==> src/rtl/modbus_pkg.sv <==
// Shared types and constants for the Modbus RTU serial receiver.
// Latency: n/a (declarations only).
// Backpressure: n/a.
package modbus_pkg;

  // Receiver character-level states
  typedef enum logic [2:0] {
    IDLE,
    START,
    DATA,
    PARITY,
    STOP
  } rx_state_e;

  localparam int OVERSAMPLE    = 16;
  localparam int MID_SAMPLE    = 8;
  localparam int DEF_TICK_DIV  = 27;   // 50 MHz / (115200 * 16)
  localparam int DEF_T35_TICKS = 616;  // 3.5 chars * 11 bits * 16 ticks

  // Sample indices used for the three-sample vote and the bit boundary
  localparam logic [3:0] VOTE_LO     = 4'(MID_SAMPLE - 1);
  localparam logic [3:0] VOTE_MID    = 4'(MID_SAMPLE);
  localparam logic [3:0] VOTE_HI     = 4'(MID_SAMPLE + 1);
  localparam logic [3:0] LAST_SAMPLE = 4'(OVERSAMPLE - 1);

  // Two-out-of-three majority
  function automatic logic maj3(input logic a, input logic b, input logic c);
    return (a & b) | (a & c) | (b & c);
  endfunction

endpackage

==> src/rtl/modbus_baud_tick.sv <==
// Oversample tick generator: one-cycle tick every TICK_DIV clocks, restartable.
// Latency: first tick TICK_DIV cycles after the restart cycle.
// Backpressure: none, free-running divider.
module modbus_baud_tick
  import modbus_pkg::*;
#(
  parameter int TICK_DIV = DEF_TICK_DIV
) (
  input  logic clk,
  input  logic rst_n,
  input  logic restart_i,
  output logic tick_o
);

  localparam int            CW   = (TICK_DIV > 1) ? $clog2(TICK_DIV) : 1;
  localparam logic [CW-1:0] LAST = CW'(TICK_DIV - 1);

  logic [CW-1:0] cnt_q, cnt_d;

  // Tick on the wrap cycle so the pulse is exactly one clock wide
  assign tick_o = (cnt_q == LAST);

  // Next count: restart forces phase zero, otherwise count and wrap
  always_comb begin
    cnt_d = cnt_q + CW'(1);
    if (restart_i || (cnt_q == LAST)) begin
      cnt_d = '0;
    end
  end

  // Divider register
  always_ff @(posedge clk or negedge rst_n) begin
    if (!rst_n) begin
      cnt_q <= '0;
    end else begin
      cnt_q <= cnt_d;
    end
  end

endmodule

==> src/rtl/modbus_uart_rx.sv <==
// Modbus RTU byte receiver: 16x oversampled UART with 3-sample vote and T3.5 frame-end detect.
// Latency: data_valid one clk after the mid-stop-bit tick; frame_end one clk after the T35_TICKS-th idle tick.
// Backpressure: none, all outputs are single-cycle strobes. Build option MODBUS_RX_PARITY_EN selects 8E1 (else 8N1).
module modbus_uart_rx
  import modbus_pkg::*;
#(
  parameter int TICK_DIV  = DEF_TICK_DIV,
  parameter int T35_TICKS = DEF_T35_TICKS
) (
  input  logic       clk,
  input  logic       rst_n,
  input  logic       rx,
  output logic [7:0] data,
  output logic       data_valid,
  output logic       frame_err,
  output logic       parity_err,
  output logic       frame_end,
  output logic       busy
);

  localparam int            GW      = $clog2(T35_TICKS + 1);
  localparam logic [GW-1:0] GAP_MAX = GW'(T35_TICKS);

  // Input path
  logic sync1_q, sync2_q, prev_q;
  logic fall_edge;

  // Timing
  logic tick;
  logic tick_restart;

  // Character FSM and datapath
  rx_state_e     state_q, state_d;
  logic [3:0]    samp_q, samp_d;
  logic [2:0]    bit_idx_q, bit_idx_d;
  logic [7:0]    shift_q, shift_d;
  logic [1:0]    vote_q, vote_d;
  logic [7:0]    data_q, data_d;
  logic          dv_q, dv_d;
  logic          fe_q, fe_d;
  logic          fend_q, fend_d;
  logic [GW-1:0] gap_q, gap_d;
  logic          armed_q, armed_d;
  logic          maj;
  logic          par_bad;

`ifdef MODBUS_RX_PARITY_EN
  logic par_q, par_d;
  logic pe_q, pe_d;

  // Even parity: the parity bit makes the count of ones across data+parity even
  assign par_bad    = par_q ^ (^shift_q);
  assign parity_err = pe_q;
`else
  assign par_bad    = 1'b0;
  assign parity_err = 1'b0;
`endif

  // Two-flop synchroniser plus history flop for edge detection; idle line is high
  always_ff @(posedge clk or negedge rst_n) begin
    if (!rst_n) begin
      sync1_q <= 1'b1;
      sync2_q <= 1'b1;
      prev_q  <= 1'b1;
    end else begin
      sync1_q <= rx;
      sync2_q <= sync1_q;
      prev_q  <= sync2_q;
    end
  end

  assign fall_edge    = prev_q & ~sync2_q;
  assign tick_restart = (state_q == IDLE) && fall_edge;

  modbus_baud_tick #(
    .TICK_DIV (TICK_DIV)
  ) u_baud_tick (
    .clk       (clk),
    .rst_n     (rst_n),
    .restart_i (tick_restart),
    .tick_o    (tick)
  );

  // The third vote sample is the live synchronised line at the deciding tick
  assign maj = maj3(vote_q[0], vote_q[1], sync2_q);

  // Next-state, sampling, gap counting and strobe generation
  always_comb begin
    state_d   = state_q;
    samp_d    = samp_q;
    bit_idx_d = bit_idx_q;
    shift_d   = shift_q;
    vote_d    = vote_q;
    data_d    = data_q;
    dv_d      = 1'b0;
    fe_d      = 1'b0;
    fend_d    = 1'b0;
    gap_d     = gap_q;
    armed_d   = armed_q;
`ifdef MODBUS_RX_PARITY_EN
    par_d     = par_q;
    pe_d      = 1'b0;
`endif

    // Oversample position and the two early vote samples, in every active state
    if ((state_q != IDLE) && tick) begin
      samp_d = samp_q + 4'd1;
      if (samp_q == VOTE_LO)  vote_d[0] = sync2_q;
      if (samp_q == VOTE_MID) vote_d[1] = sync2_q;
    end

    unique case (state_q)
      IDLE: begin
        if (fall_edge) begin
          state_d = START;
          samp_d  = '0;
          gap_d   = '0;
        end else if (tick) begin
          if (!sync2_q) begin
            gap_d = '0;
          end else if (gap_q != GAP_MAX) begin
            gap_d = gap_q + GW'(1);
            // Fire once when silence first reaches T3.5 after a character
            if ((gap_q == GAP_MAX - GW'(1)) && armed_q) begin
              fend_d  = 1'b1;
              armed_d = 1'b0;
            end
          end
        end
      end

      START: begin
        if (tick) begin
          if ((samp_q == VOTE_HI) && maj) begin
            // Line back high at mid-start: a glitch, not a character
            state_d = IDLE;
          end else if (samp_q == LAST_SAMPLE) begin
            state_d   = DATA;
            bit_idx_d = '0;
          end
        end
      end

      DATA: begin
        if (tick) begin
          if (samp_q == VOTE_HI) begin
            shift_d = {maj, shift_q[7:1]};
          end else if (samp_q == LAST_SAMPLE) begin
            bit_idx_d = bit_idx_q + 3'd1;
`ifdef MODBUS_RX_PARITY_EN
            if (bit_idx_q == 3'd7) state_d = PARITY;
`else
            if (bit_idx_q == 3'd7) state_d = STOP;
`endif
          end
        end
      end

`ifdef MODBUS_RX_PARITY_EN
      PARITY: begin
        if (tick) begin
          if (samp_q == VOTE_HI) begin
            par_d = maj;
          end else if (samp_q == LAST_SAMPLE) begin
            state_d = STOP;
          end
        end
      end
`endif

      STOP: begin
        // Decide at mid-stop and leave at once so a back-to-back start edge is not missed
        if (tick && (samp_q == VOTE_HI)) begin
          state_d = IDLE;
          armed_d = 1'b1;
          fe_d    = ~maj;
`ifdef MODBUS_RX_PARITY_EN
          pe_d    = par_bad;
`endif
          if (maj && !par_bad) begin
            data_d = shift_q;
            dv_d   = 1'b1;
          end
        end
      end

      default: begin
        state_d = IDLE;
      end
    endcase
  end

  // State and datapath registers; gap starts saturated so reset alone never signals frame end
  always_ff @(posedge clk or negedge rst_n) begin
    if (!rst_n) begin
      state_q   <= IDLE;
      samp_q    <= '0;
      bit_idx_q <= '0;
      shift_q   <= '0;
      vote_q    <= 2'b11;
      data_q    <= '0;
      dv_q      <= 1'b0;
      fe_q      <= 1'b0;
      fend_q    <= 1'b0;
      gap_q     <= GAP_MAX;
      armed_q   <= 1'b0;
`ifdef MODBUS_RX_PARITY_EN
      par_q     <= 1'b0;
      pe_q      <= 1'b0;
`endif
    end else begin
      state_q   <= state_d;
      samp_q    <= samp_d;
      bit_idx_q <= bit_idx_d;
      shift_q   <= shift_d;
      vote_q    <= vote_d;
      data_q    <= data_d;
      dv_q      <= dv_d;
      fe_q      <= fe_d;
      fend_q    <= fend_d;
      gap_q     <= gap_d;
      armed_q   <= armed_d;
`ifdef MODBUS_RX_PARITY_EN
      par_q     <= par_d;
      pe_q      <= pe_d;
`endif
    end
  end

  assign data       = data_q;
  assign data_valid = dv_q;
  assign frame_err  = fe_q;
  assign frame_end  = fend_q;
  assign busy       = (state_q != IDLE);

endmodule

==> config.mk <==
export PLATFORM = sky130hd
export DESIGN_NAME = modbus_uart_rx
export DESIGN_NICKNAME = d
export VERILOG_FILES = /design/src/rtl/modbus_pkg.sv /design/src/rtl/modbus_baud_tick.sv /design/src/rtl/modbus_uart_rx.sv
export SDC_FILE = /design/constraint.sdc
export NUM_CORES = 1
export LEC_CHECK = 0
export CORE_UTILIZATION = 52
export CTS_CLUSTER_DIAMETER = 50
export DETAILED_ROUTE_END_ITERATION = 16
export PLACE_DENSITY = 0.74
export SYNTH_ARGS = -nofsm -noshare
export SYNTH_HDL_FRONTEND = slang
export SYNTH_SLANG_ARGS = --single-unit
==> constraint.sdc <==
create_clock -name clk -period 1.99 [get_ports clk]
set_clock_uncertainty 0.15 [all_clocks]
set_input_delay 0.398 -clock clk [delete_from_list [all_inputs] [get_ports clk]]
set_output_delay 0.398 -clock clk [all_outputs]
set_load 0.03 [all_outputs]
Word level (Yosys, flattened, before mapping)
Index checks and enable logic that the tools add are counted.
Word-level totals
  register bits after elaboration: 50
  input bits: 3
  output and inout port bits: 13
  logic and storage cells: 117
Operators by class
  add/sub/neg operators: 4
  equal/unequal tests: 27
  multiplexer cells: 43
  bitwise gates (word level): 8
  reductions and logical operators: 19
Operator list (number)
  3-bit two-way mux: 15
  10-bit two-way mux: 4
  2-bit inequality test, second input constant: 12
  1-bit two-way mux: 17
  7-bit AND reduction: 2
  4-bit equality test, second input constant: 3
  4-bit two-way mux: 3
  3-bit case mux with 4 select lines: 1
  10-bit by 1-bit adder with 10-bit output, second input constant: 1
  10-bit equality test, second input constant: 1
  10-bit inequality test, second input constant: 1
  3-bit AND reduction: 3
  8-bit AND reduction: 1
  3-bit equality test, second input constant: 2
  3-bit case mux with 2 select lines: 1
  2-bit nonzero test: 3
  5-bit by 1-bit adder with 5-bit output, second input constant: 1
  5-bit equality test, second input constant: 1
  1-bit logical AND: 5
  5-bit two-way mux: 1
  4-bit by 1-bit adder with 4-bit output, second input constant: 1
  1-bit bitwise AND: 4
  4-bit by 3-bit equality test with 1-bit output, second input constant: 1
  2-bit by 1-bit inequality test with 1-bit output, second input constant: 2
  12 further kinds: 15

Longest topological paths before layout
Gate-level depths: netlist of run 1.
  depth after elaboration: 8
  gate-level depth with buffers: 8
  gate-level depth less buffers: 6

By module
From an unflattened synthesis of run 1, not the netlist that was laid out.
Second synthesis, totals
  cells, all modules: 225
  area, all modules: 2531.2 um^2
By module, submodules not included
  modbus_uart_rx: times used 1, cells each 203, area each 2247.2 um^2, sequential area each 1137.3 um^2
  modbus_baud_tick: times used 1, cells each 22, area each 284.0 um^2, sequential area each 125.1 um^2

Worst setup path after synthesis of run 1
OpenSTA, ideal clock, no wires.
  path kind: flip-flop to flip-flop
  from: reg u_baud_tick.cnt_q[0]
  to: reg data_q[0], in the netlist data[0]
  library setup time: 0.125 ns
  data arrival time: 1.781 ns
  required time: 1.715 ns
  setup slack: -0.066 ns
  stages on the path, launching flop included: 9
  path buffers: 2
  clock period less this slack: 2.056 ns
  path through: dfrtp_1 > inv_1 > ha_1 > and4b_1 > buf_4 > and4b_1 > buf_4 > nand4_4 > mux2_2
Between the ends
  longest elaborated chain between the ends: 3
RTL lines
  start: declaration: line modbus_baud_tick.sv:18  | logic [CW-1:0] cnt_q, cnt_d;
  start signal: assignment: line modbus_baud_tick.sv:36  | cnt_q <= cnt_d;
  5-bit equality test: line modbus_baud_tick.sv:21  | assign tick_o = (cnt_q == LAST);
  1-bit logical AND: line modbus_uart_rx.sv:173  | if (tick && (samp_q == VOTE_HI)) begin
  3-bit AND reduction (no line)
  end signal: assignment: line modbus_uart_rx.sv:217  | data_q <= data_d;
  end: declaration: line modbus_uart_rx.sv:38  | logic [7:0] data_q, data_d;
No other way between the ends.
A chain may end at the register's enable or synchronous reset.

Worst setup path after layout of run 1
  from: reg u_baud_tick.cnt_q[0]
  to: reg vote_q[0]
Between the ends
  longest elaborated chain between the ends: 3
RTL lines
  5-bit equality test: line modbus_baud_tick.sv:21
  1-bit logical AND: line modbus_uart_rx.sv:106  | if ((state_q != IDLE) && tick) begin
  2-bit AND reduction (no line)
  end signal: assignment: line modbus_uart_rx.sv:216  | vote_q <= vote_d;
  end: declaration: line modbus_uart_rx.sv:37  | logic [1:0] vote_q, vote_d;
No other way between the ends.

==> out/summary.md, run 1 <==
The run finished, with violations left. The final reports fail on negative setup slack. TritonCTS built the clock tree. The H-tree was split into 2 levels.

Routability-driven placement finished with a final weighted congestion of 0.930. The tools report the final routed DRC violation total as 0. The clock net in this run drives a total of 50 sinks. In this run the worst path has a maximum fanout of 3. The logs give 90 for the violation count after the first detailed-routing iteration and 8220 um for the wire length of the first global-routing pass. A synthesized cell averages 11.6 um2. Setup repair after global routing could not meet its margin everywhere.

The number of instances in the synthesized netlist is 210. The share of power burned in registers was 52.4%; the die boundary height was 70.3 um. The fraction of power spent switching nets works out to 31.0%. The minimum setup slack in the final design came out at -0.0606 ns. After layout, the minimum clock period comes to 2.05 ns. The run gives 0.00142 uW as the total leakage power. The initial utilization of the core area, before any placement, comes to 55.0%.

The startpoint of the tightest hold check path is sync1_q$_DFF_PN1_. When the netlist entered floorplanning its net count stood at 222. Across all register-to-register paths, the minimum setup slack is -0.06 ns.

IR analysis of the VDD net gives a maximum drop of 0.559 mV. The logs give 0 for the final-report hold violation count and 0.211 ns for the worst hold-check slack. Yosys printed 0 warnings.

The worst register-to-register path has a depth of 8. The number of diodes added for antenna fixing came out at 0. The end of the worst hold path is sync2_q$_DFF_PN1_. For this run, the share of the core covered by cells in the final layout is 68.5%. Clock latency on the worst-skew pair, taken at its later pin, is 0.31 ns. Clock root buffer: clkbuf_8.

Dividing total power by cell area gives a power density of 768 mW/mm2. Counting instances, the worst hold path has a depth of 0. Number of global-route vias before repair: 1745. The remaining global-route overflow was 0; the portion of the clock cycle consumed by the worst path in the final layout was 103%. Pin count of the biggest net entering global routing: 32. The number of detailed-route iterations in the first pass came out at 4. The filler cells instantiated in the layout total 325.

The cell area that synthesis handed to floorplanning was 0.00243 mm2. The die width is 70.3 um, and the max-capacitance violation count is 0. For this run, the total global-route usage over all layers was measured as 21.5%. For the number of ports placed on the die boundary, the log shows 16. The worst setup path is captured at a flop. The average wire per cell in the routed design was 16.2 um.

The flip-flop and latch count after synthesis is 50, and the part of the total power dissipated in the clock network is 26.6%. The switching power total was 719 uW. In this run, synthesis inferred 0 flip-flops with an integrated enable. The path category of the worst min-delay check was reg2reg. STA classifies the critical path startpoint as a flop.

The longest clock path from root to sink contains 2 buffers. The critical path is of the reg2reg type. The initial antenna violation count is 0. Counting flops with an async set or reset pin after synthesis yields a share of 100%. Ranked by total cell area, the synthesized netlist is headed by dfrtp_1 42%, dfstp_2 9.7%, mux2_2 7.9%, ha_1 4.6%, nor2_1 2.6%. STA puts the critical path data required time at 2.09 ns. In the layout the commonest cells are 41 x dfrtp_1, 26 x buf_4, 17 x mux2_2, 16 x nor2_1, 13 x nand2_1. The synthesized design spends more area on one cell type than any other, namely dfrtp_1.

In this run the biggest area consumer among cell types represents 42.3% of the synthesized area. The core region is 0.00441 mm2. The sequential fraction of the synthesis area came out at 52.0%. The tools report the endpoint of the lowest-slack register-to-register path as vote_q[0]$_DFFE_PN1P_.

From synthesis to final layout, the design area changed by 24.6%. The die covers 0.00494 mm2. Row generation in the floorplan step produced 24 rows. Yosys mapped the design onto 51 distinct sky130hd cell types. The via density per instance came out at 5.75. Among all flip-flop cells after synthesis, the most frequent one is dfrtp_1. The cell-internal power is 1600 uW, and the net count of the finished layout is 268.

The most common cell after layout, fill and taps aside is dfrtp_1. The tools report the final-report max-slew violation count as 0. Setup violations remaining at the end of the flow were counted as 3. The fmax is 488 MHz. Data arrives at the worst endpoint at 2.15 ns.

The via count of the routed design is 1777. Setup TNS: -0.137 ns. Wires add up to 5020 um. The half-perimeter wire length of the detailed placement result is 3420 um. The number of buffer cells added on primary ports is 14, and the ratio of cells with drive above 1 in the final layout is 34.6%. Once placement finished, the instance area stood at 0.00278 mm2. In this run the critical register-to-register path is launched from u_baud_tick.cnt_q[0]$_DFF_PN0_.

The total CTS buffers is 5. The run gives 21.0% as the relative contribution of combinational cells to total power. The finished cells cover 0.00303 mm2.

The clock transition at the registers of the reported paths is 0.09 ns. For the residual antenna-violating net count after detailed routing, the log shows 0.
## sequential cells by signal, indices dropped and copies added (netlist names), 2 cells and up
register	cells
u_baud_tick.cnt_q	5
shift_q	8
state_q	3
data	8
vote_q	2
samp_q	4
gap_q	10
bit_idx_q	3
## synth_stat cells, types with 3 or more instances
| cell type | count |
|---|---|
| dfrtp_1 | 41 |
| mux2_2 | 17 |
| nor2_1 | 17 |
| nand2_1 | 14 |
| dfstp_2 | 9 |
| ha_1 | 9 |
| inv_1 | 9 |
| a21oi_1 | 8 |
| nand3_1 | 8 |
| o21ai_0 | 6 |
| o211ai_1 | 4 |
| or3_1 | 4 |
| xor2_1 | 4 |
| buf_4 | 3 |
| nor2b_1 | 3 |
| nor3_1 | 3 |
| o31ai_1 | 3 |
| or4_1 | 3 |
| xnor2_1 | 3 |
## power groups by stage
| stage | registers [uW] | clock network (uW) | logic, uW |
|---|---|---|---|
| final | 1220 | 618 | 489 |
| after global routing | 1230 | 664 | 552 |
| after floorplan | 1220 | 0 | 298 |
| after global placement | 1230 | 0 | 437 |
| after CTS | 1220 | 636 | 468 |
| after detailed placement | 1240 | 0 | 457 |
## cell families (layout without fill, tap and decap cells)
family,count (synthesis),in the layout,share of synthesized area (%)
compound gates,37,37,10.4
mux,18,18,8.35
xor+xnor,7,7,2.53
simple gates,71,72,18.5
flops,50,50,52.0
buf+inv,16,62,3.04
other cells,1,1,0.154
fa+ha+maj,10,10,5.05
## worst max-delay path, cell delays in order (launching register included)
cell and delay [ns]:
dfrtp_1 0.38, inv_1 0.06, ha_2 0.16, and4b_2 0.26, buf_4 0.12, buf_6 0.09
nand3_4 0.08, or3b_4 0.38, mux2_4 0.30
## cell type report
class	instances	area (um2)	area share [%]
Sequential cell	50	1260	41.7
Multi-Input combinational cell	145	1180	39.1
Timing Repair Buffer	44	384	12.7
Clock buffer	5	68.8	2.27
Tap cell	52	65.1	2.15
Inverter	10	37.5	1.24
Clock inverter	3	25.0	0.827
## worst max-delay path by stage
stage               slack [ns]                           start               endpoint
floorplan                -0.03  u_baud_tick.cnt_q[0]$_DFF_PN0_    data[0]$_DFFE_PN0P_
global placement         -0.02  u_baud_tick.cnt_q[0]$_DFF_PN0_    data[0]$_DFFE_PN0P_
detailed placement       -0.07  u_baud_tick.cnt_q[0]$_DFF_PN0_    data[7]$_DFFE_PN0P_
CTS                      -0.04  u_baud_tick.cnt_q[0]$_DFF_PN0_   gap_q[8]$_DFFE_PN0P_
global route             -0.12  u_baud_tick.cnt_q[0]$_DFF_PN0_   gap_q[8]$_DFFE_PN0P_
finish                   -0.06  u_baud_tick.cnt_q[0]$_DFF_PN0_  vote_q[0]$_DFFE_PN1P_
## repair_timing
| item | CTS | global route |
|---|---|---|
| hold buffers | 1 | 0 |
| cloned | 1 | 0 |
| setup buffers | 2 | 4 |
| endpoints found under the setup margin | 16 | 27 |
| hold endpoints to repair | 14 | 0 |
| gates resized for setup | 8 | 15 |
| pin swaps | 4 | 10 |
## routing by layer
metal	share of wire, %	GRT usage [%]	up-vias
met4	1.9	7.33	0
met2	48	34.6	36
met1	47	28.7	880
met3	3.1	4.76	9
li1	-	-	852
met5	0	0	-
## per-stage QoR
| step | setup slack [ns] | total power [uW] | std cells |
|---|---|---|---|
| finish | -0.0606 | 2320 | 309 |
| global route | -0.122 | 2440 | 309 |
| CTS | -0.0363 | 2320 | 305 |
| detailed placement | -0.0700 | 1690 | 293 |
| global placement | -0.0180 | 1670 | 293 |
| floorplan | -0.0264 | 1520 | 210 |
(Power assumes the default switching activity.)
==> run 2: changes to the inputs <==
--- a/config.mk
+++ b/config.mk
@@ -6,7 +6,7 @@
 export NUM_CORES = 1
 export LEC_CHECK = 0
 export CORE_UTILIZATION = 52
-export CTS_CLUSTER_DIAMETER = 50
+export CTS_CLUSTER_DIAMETER = 60
 export DETAILED_ROUTE_END_ITERATION = 16
 export PLACE_DENSITY = 0.74
 export SYNTH_ARGS = -nofsm -noshare
==> results of run 2 <==
Same layout as run 1: the final DEF is identical, and so are final timing and power.
==> run 3: changes to the inputs <==
--- a/config.mk
+++ b/config.mk
@@ -5,6 +5,7 @@
 export SDC_FILE = /design/constraint.sdc
 export NUM_CORES = 1
 export LEC_CHECK = 0
+export CORE_MARGIN = 3
 export CORE_UTILIZATION = 52
 export CTS_CLUSTER_DIAMETER = 60
 export DETAILED_ROUTE_END_ITERATION = 16
==> out/summary.md, run 3 (synthesis results as in run 1) <==
The run finished, with violations left. The checks that failed: negative setup slack. The run gives 1730 uW as the cell-internal power. The run gives 19.7% as the relative contribution of combinational cells to total power. The total leakage power is 0.00144 uW.

After layout, the minimum clock period comes to 2.04 ns. For this configuration, the core starts out at a cell density of 54.6%. The clock tree synthesis step divided the H-tree into 2 levels. Largest register by flop count: gap_q. The tool flagged a number of max-cap violations equal to 0. For the worst setup path, the data arrival time is 2.08 ns. For this run, the detailed router's first-pass iteration total came to 4. The layout has 338 filler cells. The share of total power dissipated in the clock network is 30.1%.

The average wire per cell in the routed design was 15.9 um. The minimum setup slack in the final design is -0.0462 ns. Global routing finished with a remaining overflow of 0.

The half-perimeter wire length of the detailed placement result came out at 3280 um. Summing over every cut layer, the via total after detailed routing is 1768. The worst setup path is of the reg2reg kind. The net count of the finished layout is 271. Worst-skew pair later-pin latency: 0.30 ns. TritonCTS built the clock tree. In this run switching power makes up 28.7% of total power.

The run gives 0 as the final-report hold violation count. The library cell used most frequently in the layout, excluding fill and tap cells, is dfrtp_1. Summed over all layers, the routed wires come to 4970 um. The number of ports placed on the die boundary is 16, and the via density per instance is 5.67.

VDD sags by at most 0.630 mV. The register with the most flip-flops in the layout has 10 of them. In the final layout, the share of cells above drive strength 1 is 35.0%. The number of global-route vias before repair is 1742, and the pin count of the biggest net entering global routing is 31.

The worst setup path is captured at a flop. At the placement stage, the worst setup path has a slack of -0.0753 ns. Startpoint type of the worst setup path: a flop. The congestion estimate from routability-driven global placement came to 0.794. The clock transition at the registers of the reported paths came out at 0.09 ns.

The library cells used most frequently in the layout, excluding fill and tap cells, are 41 x dfrtp_1, 30 x buf_4, 17 x mux2_2, 16 x nor2_1, 13 x nand2_1. The path category of the worst min-delay check is reg2reg. The worst path uses 102% of the clock period.

Number of buffer cells added on primary ports: 14. The run gives 19.9% as the total routing usage reported by global routing. The required time of the critical path is 2.04 ns.

The run gives 0.00552 mm2 as the full die area. For the cell area after placement, the log shows 0.00278 mm2. Summed over all nets, the switching power comes to 697 uW. Number of diodes added for antenna fixing: 0.

Setup repair after global routing could not meet its margin everywhere. The count of nets left with antenna violations once routing finished came out at 0. The wire length of the first global-routing pass is 8380 um. The area of the placeable core was 0.00444 mm2; the die boundary height was 74.3 um. The final-report max-slew violation count was 0.

The cell sitting at the root of the clock tree is a clkbuf_8. Initial antenna violation count: 0. The tools report the post-route cell area as 0.00306 mm2.

The logs give 129 for the violation count after the first detailed-routing iteration and 7 for the number of setup violations in the final report. Counting the buffers created by CTS gives 5. The floorplan has 24 rows.

The tools report the fmax as 491 MHz. Top fanout value on the critical path: 3. The layout-stage area growth over the synthesis result came out at 26.2%.

Registers are responsible for 50.2% of the overall power. Dividing total power by cell area gives a power density of 791 mW/mm2. The run gives 2 as the largest buffer count on any clock path.

The die is 74.3 um wide. For this run, design rule violations remaining after detail routing come to 0. The total number of clock tree sinks is 50.
[run 3: path summary, 6_finish.rpt]
| kind | startpoint | endpoint | slack [ns] | cells after the start |
|---|---|---|---|---|
| min reg2reg | sync1_q$_DFF_PN1_ | sync2_q$_DFF_PN1_ | 0.21 | 0 |
| max | u_baud_tick.cnt_q[0]$_DFF_PN0_ | armed_q$_DFFE_PN0P_ | -0.05 | 8 |
| min in group asynchronous | rst_n | gap_q[8]$_DFFE_PN0P_ | 0.44 | 2 |
| max reg2reg | u_baud_tick.cnt_q[0]$_DFF_PN0_ | armed_q$_DFFE_PN0P_ | -0.05 | 8 |
| max in group asynchronous | rst_n | sync2_q$_DFF_PN1_ | 0.66 | 3 |
| min | sync1_q$_DFF_PN1_ | sync2_q$_DFF_PN1_ | 0.21 | 0 |
[run 3: power by group through the flow]
stage / logic [uW] / registers (uW) / clock network (uW)
after global routing: 554 / 1230 / 785
after CTS: 480 / 1210 / 751
final: 477 / 1220 / 729
after global placement: 442 / 1230 / 0
after detailed placement: 458 / 1230 / 0
after floorplan: 298 / 1220 / 0
[run 3: final cells by class]
cell class	instances	area, um2	share of cell area [%]
Sequential cell	50	1260	41.2
Multi-Input combinational cell	145	1180	38.7
Timing Repair Buffer	47	397	12.9
Clock buffer	5	68.8	2.25
Tap cell	52	65.1	2.12
Clock inverter	3	47.5	1.55
Inverter	10	37.5	1.23
[run 3: worst max-delay path, cell delays in order, from the launching register on]
cell      delay [ns]
dfrtp_1         0.39
inv_1           0.06
ha_2            0.17
buf_4           0.11
nand4b_4        0.11
or4_4           0.45
nor4_4          0.29
buf_4           0.16
a21oi_1         0.04
[run 3: timing repair]
item,in CTS,in global routing
endpoints found under the hold margin,14,0
hold buffers,1,0
cloned,1,0
setup buffers,8,1
pin swaps,8,4
gates resized for setup,9,12
endpoints found under the setup margin,17,30
[run 3: per-stage QoR]
stage / utilization [%] / instances / power, uW / setup TNS (ns) / hold WS [ns]
floorplan: - / 210 / 1520 / -0.211 / -0.0476
finish: 68.9 / 312 / 2420 / -0.182 / 0.214
global route: 68.9 / 312 / 2570 / -2.40 / 0.218
global placement: 62.5 / 293 / 1670 / -0.141 / 0.198
detailed placement: 62.5 / 293 / 1690 / -0.588 / 0.203
CTS: 67.8 / 311 / 2440 / -0.0951 / 0.218
[run 3: metal layers]
layer | GRT usage [%] | wire length, um | vias to the layer above
met1 | 28.3 | 2260 | 874
met5 | 0 | 0 | -
li1 | - | - | 862
met2 | 31.5 | 2510 | 26
met3 | 4.05 | 152 | 6
met4 | 4.74 | 49 | 0
